$ cat src/rtl/apb_cmd_master.sv
// ---------------------------------------------------------------------------
// apb_cmd_master
//
// APB master that turns register-access commands into APB SETUP/ACCESS
// transfers. Commands arrive on a valid/ready port and are buffered in a
// small FIFO. The FSM pops one command at a time and drives the APB bus.
// Each finished transfer (normal completion or pready timeout) is returned
// on a valid/ready response port. Only one transfer is in flight at a time,
// and a new one starts only once the previous response has been taken.
//
// Ports
//   clk, rst                  clock (rising edge), asynchronous active-high reset
//   cmd_valid / cmd_ready     command handshake (cmd_ready = FIFO not full)
//   cmd_addr, cmd_wdata,      command address, write data, op (0 = write,
//   cmd_op                    1 = read)
//   rsp_valid / rsp_ready     response handshake
//   rsp_addr, rsp_data,       completed transfer: address, read data or
//   rsp_op, rsp_err           echoed write data (0 on error), op, timeout flag
//   paddr, psel, penable,     APB request signals
//   pwrite, pwdata
//   prdata, pready            APB completion signals
// ---------------------------------------------------------------------------
module apb_cmd_master #(
    parameter int DATAW       = 32,
    parameter int ADDRW       = 32,
    parameter int CMD_DEPTH   = 4,
    parameter int TIMEOUT_CYC = 16
) (
    input  logic             clk,
    input  logic             rst,

    input  logic             cmd_valid,
    output logic             cmd_ready,
    input  logic [ADDRW-1:0] cmd_addr,
    input  logic [DATAW-1:0] cmd_wdata,
    input  logic             cmd_op,

    output logic             rsp_valid,
    input  logic             rsp_ready,
    output logic [ADDRW-1:0] rsp_addr,
    output logic [DATAW-1:0] rsp_data,
    output logic             rsp_op,
    output logic             rsp_err,

    output logic [ADDRW-1:0] paddr,
    output logic             psel,
    output logic             penable,
    output logic             pwrite,
    output logic [DATAW-1:0] pwdata,
    input  logic [DATAW-1:0] prdata,
    input  logic             pready
);

    localparam int PTRW = $clog2(CMD_DEPTH);
    localparam int CNTW = $clog2(TIMEOUT_CYC);
    localparam int ENTW = 1 + ADDRW + DATAW;

    typedef enum logic [1:0] {
        IDLE   = 2'd0,
        SETUP  = 2'd1,
        ACCESS = 2'd2
    } state_t;

    state_t state, next_state;

    logic [ENTW-1:0] fifo_mem [CMD_DEPTH];
    logic [PTRW-1:0] wr_ptr;
    logic [PTRW-1:0] rd_ptr;
    logic [PTRW:0]   count;
    logic            fifo_full;
    logic            fifo_empty;
    logic            push;
    logic            pop;

    logic [ENTW-1:0]  head;
    logic             head_op;
    logic [ADDRW-1:0] head_addr;
    logic [DATAW-1:0] head_wdata;

    logic [CNTW-1:0] wait_cnt;
    logic            wait_last;
    logic            xfer_ok;
    logic            xfer_timeout;

    assign fifo_full  = (count == (PTRW+1)'(CMD_DEPTH));
    assign fifo_empty = (count == '0);
    assign cmd_ready  = !fifo_full;
    assign push       = cmd_valid && cmd_ready;

    assign head = fifo_mem[rd_ptr];
    assign {head_op, head_addr, head_wdata} = head;

    assign wait_last    = (wait_cnt == CNTW'(TIMEOUT_CYC - 1));
    assign xfer_ok      = (state == ACCESS) && pready;
    assign xfer_timeout = (state == ACCESS) && !pready && wait_last;

    // Command FIFO storage holds data only, so it carries no reset.
    always_ff @(posedge clk) begin
        if (push) begin
            fifo_mem[wr_ptr] <= {cmd_op, cmd_addr, cmd_wdata};
        end
    end

    // Pointers wrap naturally because CMD_DEPTH is a power of two.
    always_ff @(posedge clk or posedge rst) begin
        if (rst) begin
            wr_ptr <= '0;
            rd_ptr <= '0;
            count  <= '0;
        end else begin
            if (push) wr_ptr <= wr_ptr + PTRW'(1);
            if (pop)  rd_ptr <= rd_ptr + PTRW'(1);
            case ({push, pop})
                2'b10:   count <= count + (PTRW+1)'(1);
                2'b01:   count <= count - (PTRW+1)'(1);
                default: count <= count;
            endcase
        end
    end

    always_ff @(posedge clk or posedge rst) begin
        if (rst) state <= IDLE;
        else     state <= next_state;
    end

    // A transfer only starts when the response register is free or is being
    // drained on this same edge, so the response can never be overwritten.
    always_comb begin
        next_state = state;
        pop        = 1'b0;
        case (state)
            IDLE: begin
                if (!fifo_empty && (!rsp_valid || rsp_ready)) begin
                    next_state = SETUP;
                    pop        = 1'b1;
                end
            end
            SETUP:   next_state = ACCESS;
            ACCESS: begin
                if (pready || wait_last) next_state = IDLE;
            end
            default: next_state = IDLE;
        endcase
    end

    // APB request registers: loaded from the FIFO head on the pop edge and
    // held through SETUP and ACCESS.
    always_ff @(posedge clk or posedge rst) begin
        if (rst) begin
            psel    <= 1'b0;
            penable <= 1'b0;
            pwrite  <= 1'b0;
            paddr   <= '0;
            pwdata  <= '0;
        end else if (pop) begin
            psel    <= 1'b1;
            penable <= 1'b0;
            paddr   <= head_addr;
            pwrite  <= !head_op;
            pwdata  <= head_op ? '0 : head_wdata;
        end else if (state == SETUP) begin
            penable <= 1'b1;
        end else if (xfer_ok || xfer_timeout) begin
            psel    <= 1'b0;
            penable <= 1'b0;
        end
    end

    // Counts ACCESS cycles spent with pready low; saturates at the limit.
    always_ff @(posedge clk or posedge rst) begin
        if (rst) begin
            wait_cnt <= '0;
        end else if (pop) begin
            wait_cnt <= '0;
        end else if ((state == ACCESS) && !pready && !wait_last) begin
            wait_cnt <= wait_cnt + CNTW'(1);
        end
    end

    // Write responses echo pwdata, which still holds the command's wdata.
    always_ff @(posedge clk or posedge rst) begin
        if (rst) begin
            rsp_valid <= 1'b0;
            rsp_err   <= 1'b0;
            rsp_addr  <= '0;
            rsp_data  <= '0;
            rsp_op    <= 1'b0;
        end else if (xfer_ok) begin
            rsp_valid <= 1'b1;
            rsp_err   <= 1'b0;
            rsp_addr  <= paddr;
            rsp_op    <= !pwrite;
            rsp_data  <= pwrite ? pwdata : prdata;
        end else if (xfer_timeout) begin
            rsp_valid <= 1'b1;
            rsp_err   <= 1'b1;
            rsp_addr  <= paddr;
            rsp_op    <= !pwrite;
            rsp_data  <= '0;
        end else if (rsp_valid && rsp_ready) begin
            rsp_valid <= 1'b0;
        end
    end

endmodule
$ cat config.mk
export PLATFORM = sky130hd
export DESIGN_NAME = apb_cmd_master
export DESIGN_NICKNAME = d
export VERILOG_FILES = /design/src/rtl/apb_cmd_master.sv
export SDC_FILE = /design/constraint.sdc
export NUM_CORES = 1
export LEC_CHECK = 0
export BUFFER_PORTS_ARGS = -buffer_cell sky130_fd_sc_hd__clkbuf_2
export CAP_MARGIN = 20
export CORE_UTILIZATION = 60
export DETAILED_ROUTE_END_ITERATION = 10
export HOLD_SLACK_MARGIN = 0.05
export PLACE_DENSITY = 0.92
export SLEW_MARGIN = 40
export SYNTH_ARGS = -nofsm -noshare
export SYNTH_HDL_FRONTEND = slang
export SYNTH_SLANG_ARGS = --single-unit
$ cat constraint.sdc
create_clock -name clk -period 11.1 [get_ports clk]
set_input_delay 0.555 -clock clk [delete_from_list [all_inputs] [get_ports clk]]
set_output_delay 0.555 -clock clk [all_outputs]
set_load 0.02 [all_outputs]
==> run metrics <==
Final setup viols=0; power consumption=approximately 5.6 mW; clock transition time at the flip-flop clock pins of the worst setup and hold paths=0.06 ns; Initial DRC Count=between 600 and 700; number of antenna-violating nets in the routed design=0; initial core utilization=about 61%; wire length of the first global-routing pass=between 40 and 50 mm; number of buffers created by CTS=40; PnR worst setup slack=roughly 8.2 ns; synthesized area divided by synthesized cell count=20.2 um2; Layout area overhead=18.9%; clock root buffer=clkbuf_16; global routing usage summed across all routing layers=between 20% and 30%; period utilisation layout=around a quarter; count of final hold-check violations=0; fmax=349 MHz; routability-driven placement congestion ratio=around 0.74; horizontal die dimension=roughly 160 um; Placement Setup Slack=about 8.2 ns; final WL=approximately 32 mm; Final TNS setup=0 ns; Nets=approximately 1100; post-layout instance area=18500 um2; Clock Skews=around 0.011 ns; Leakage=7.34 nW; clock insertion delay at the later pin of the skew report=around 0.52 ns; number of warnings reported in the yosys synthesis log=0; Max Root-Sink Buffers=3; fraction of layout instances using a drive strength above 1=a little under half; top cell type by total area after synthesis=edfxtp_1; worst-case vdd ir drop=around 0.21 mV; share of flip-flops with an asynchronous set or reset after synthesis=between 30% and 40%; number of placement rows=between 50 and 60; TritonCTS clock tree=done; mapped cell area=between 15000 and 20000 um2; net count after synthesis=878; Hold-fix buffers, CTS=0; vertical die dimension=about 160 um; Post-CTS Setup Bufs=0; Diodes inserted=0; number of antenna violations at the first check in global routing=1; Detailed Routing Iterations Pass 1=5; number of clock sinks seen by CTS=407; standard cell core area=25300 um2; count of unresolved DRC violations after routing=0; most frequent cells after synthesis=edfxtp_1 (260), dfrtp_1 (147), mux2_2 (95), mux4_2 (65), mux2i_1 (36); share of synthesized area occupied by flip-flops and latches=73.8%; setup slack of the worst register-to-register path=around 8 ns; GR Layer Usage met2=44.6%; number of buffer cells added on primary ports=about 240; final count of pins violating max slew=0; post-layout minimum cycle time=2.87 ns; type of element capturing the critical path=register; unique cell type count in the Yosys netlist=around 40; biggest area contributors in the synthesized netlist=edfxtp_1 (50%), dfrtp_1 (24%), mux4_2 (9.4%), mux2_2 (6.9%), mux2i_1 (2.3%); count leader, synth=edfxtp_1; maximum capacitance violations=0; met1 track demand over resource=30.4%; Critical Path Start Type=register; cells resized by post-CTS repair=0; worst hold path class=primary input to async pin; Primary FF master, synth=edfxtp_1; layer with the highest usage after global routing=met2; Detailed Place HPWL=a little under 20 mm; power per cell area=just over 300 nW/um2; crit-path max FO=about 50; CTS H-tree depth=2; WL per Instance=23.1 um; total congestion overflow after global routing=0; post-synthesis sequential element count=~410; run status=completed; Post-synth EDFFs=260; Slew Limit Headroom=approximately half; Post-Place Cell Area=around 17000 um2; per-cell via count in the routed design=between 5 and 6; vias=about 8000; number of global-route vias before repair=8801; cell count after synthesis=~770; met3 usage in global routing=approximately 4.6%; Crit path required time=between 10 and 15 ns; actual transition at the worst max-transition pin=between 0.7 and 0.8 ns; RSZ-0062 raised after global routing=no; critical setup path kind=register to register; maximum number of pins on one net before global-route repair=around 80; area share of the largest cell type after synthesis=between 50% and 60%; number of primary I/O pins=237; CP Data Arrival Time=3.26 ns; area of the die=26600 um2; final core area utilization=73.1%
## report_power, final
| group | internal, mW | switching (mW) |
|---|---|---|
| logic | 0.863 | 1.03 |
| registers | 2.09 | 0.261 |
| clock network | 0.832 | 0.537 |
| total | 3.78 | 1.83 |
## stage by stage
step           std cells  hold slack [ns]
5_1_grt             1381            0.200
3_3_place_gp        1303            0.461
3_5_place_dp        1309            0.473
2_1_floorplan        769            0.472
4_1_cts             1380            0.186
6_report            1381            0.142
## state kept, by name, indices dropped and copies added, names as in the netlist
name / cells
wr_ptr: 2
fifo_mem: 260
wait_cnt: 4
state: 2
rsp_op: 1
rsp_data: 32
paddr: 32
penable: 1
rsp_valid: 1
psel: 1
rsp_addr: 32
count: 3
pwrite: 1
rd_ptr: 2
pwdata: 32
rsp_err: 1
## final cells by class
type	instances	area [um2]
inverter	10	42.5
clock inverter	11	158
sequential	407	11500
fill	1446	6820
tap	330	413
clock buffer	60	1190
timing repair buffer	249	1380
multi-input combinational	314	3830
## placed cells by master, fill, tap and decap left out, types with 10 or more instances in the layout
cell type,netlist,layout
edfxtp_1,260,260
dfrtp_1,147,144
clkbuf_16,0,41
mux2i_1,36,36
nor2b_1,32,32
o2bb2ai_1,32,32
clkbuf_2,0,236
clkbuf_1,12,10
mux4_2,65,65
mux2_2,95,95
## worst max-delay path, cell delays in order (launching register included)
cell	delay [ns]
dfrtp_4	0.67
buf_6	0.63
mux4_2	0.90
and2b_1	0.26
mux2_2	0.27
## layer usage
layer  routed length (um)  part of all wire, %
met5                   16                0.050
met4                  903                  2.8
met3                 1650                  5.2
met2                17100                   54
met1                12100                   38
## kinds of logic after synthesis
family	count (synthesis)	share of synthesized area, %
AOI/OAI and AO/OA	46	2.36
xor gates and xnor gates	6	0.338
adders and majority gates	7	0.611
buffers and inverters	48	1.85
DFF	407	73.8
muxes	198	18.8
and+or+nand+nor	57	2.31
## worst paths after layout
kind                               from              to  cells after the start
max                           rd_ptr[0]      pwdata[20]                      4
min                                 rst    rsp_addr[28]                      2
max reg2reg                   rd_ptr[0]      pwdata[20]                      4
min reg2reg                rsp_data[21]    rsp_data[21]                      1
max in group asynchronous           rst    rsp_data[25]                      4
min in group clk           cmd_wdata[8]  fifo_mem[3][8]                      1
Note: power is estimated with default switching activity, not from simulation.
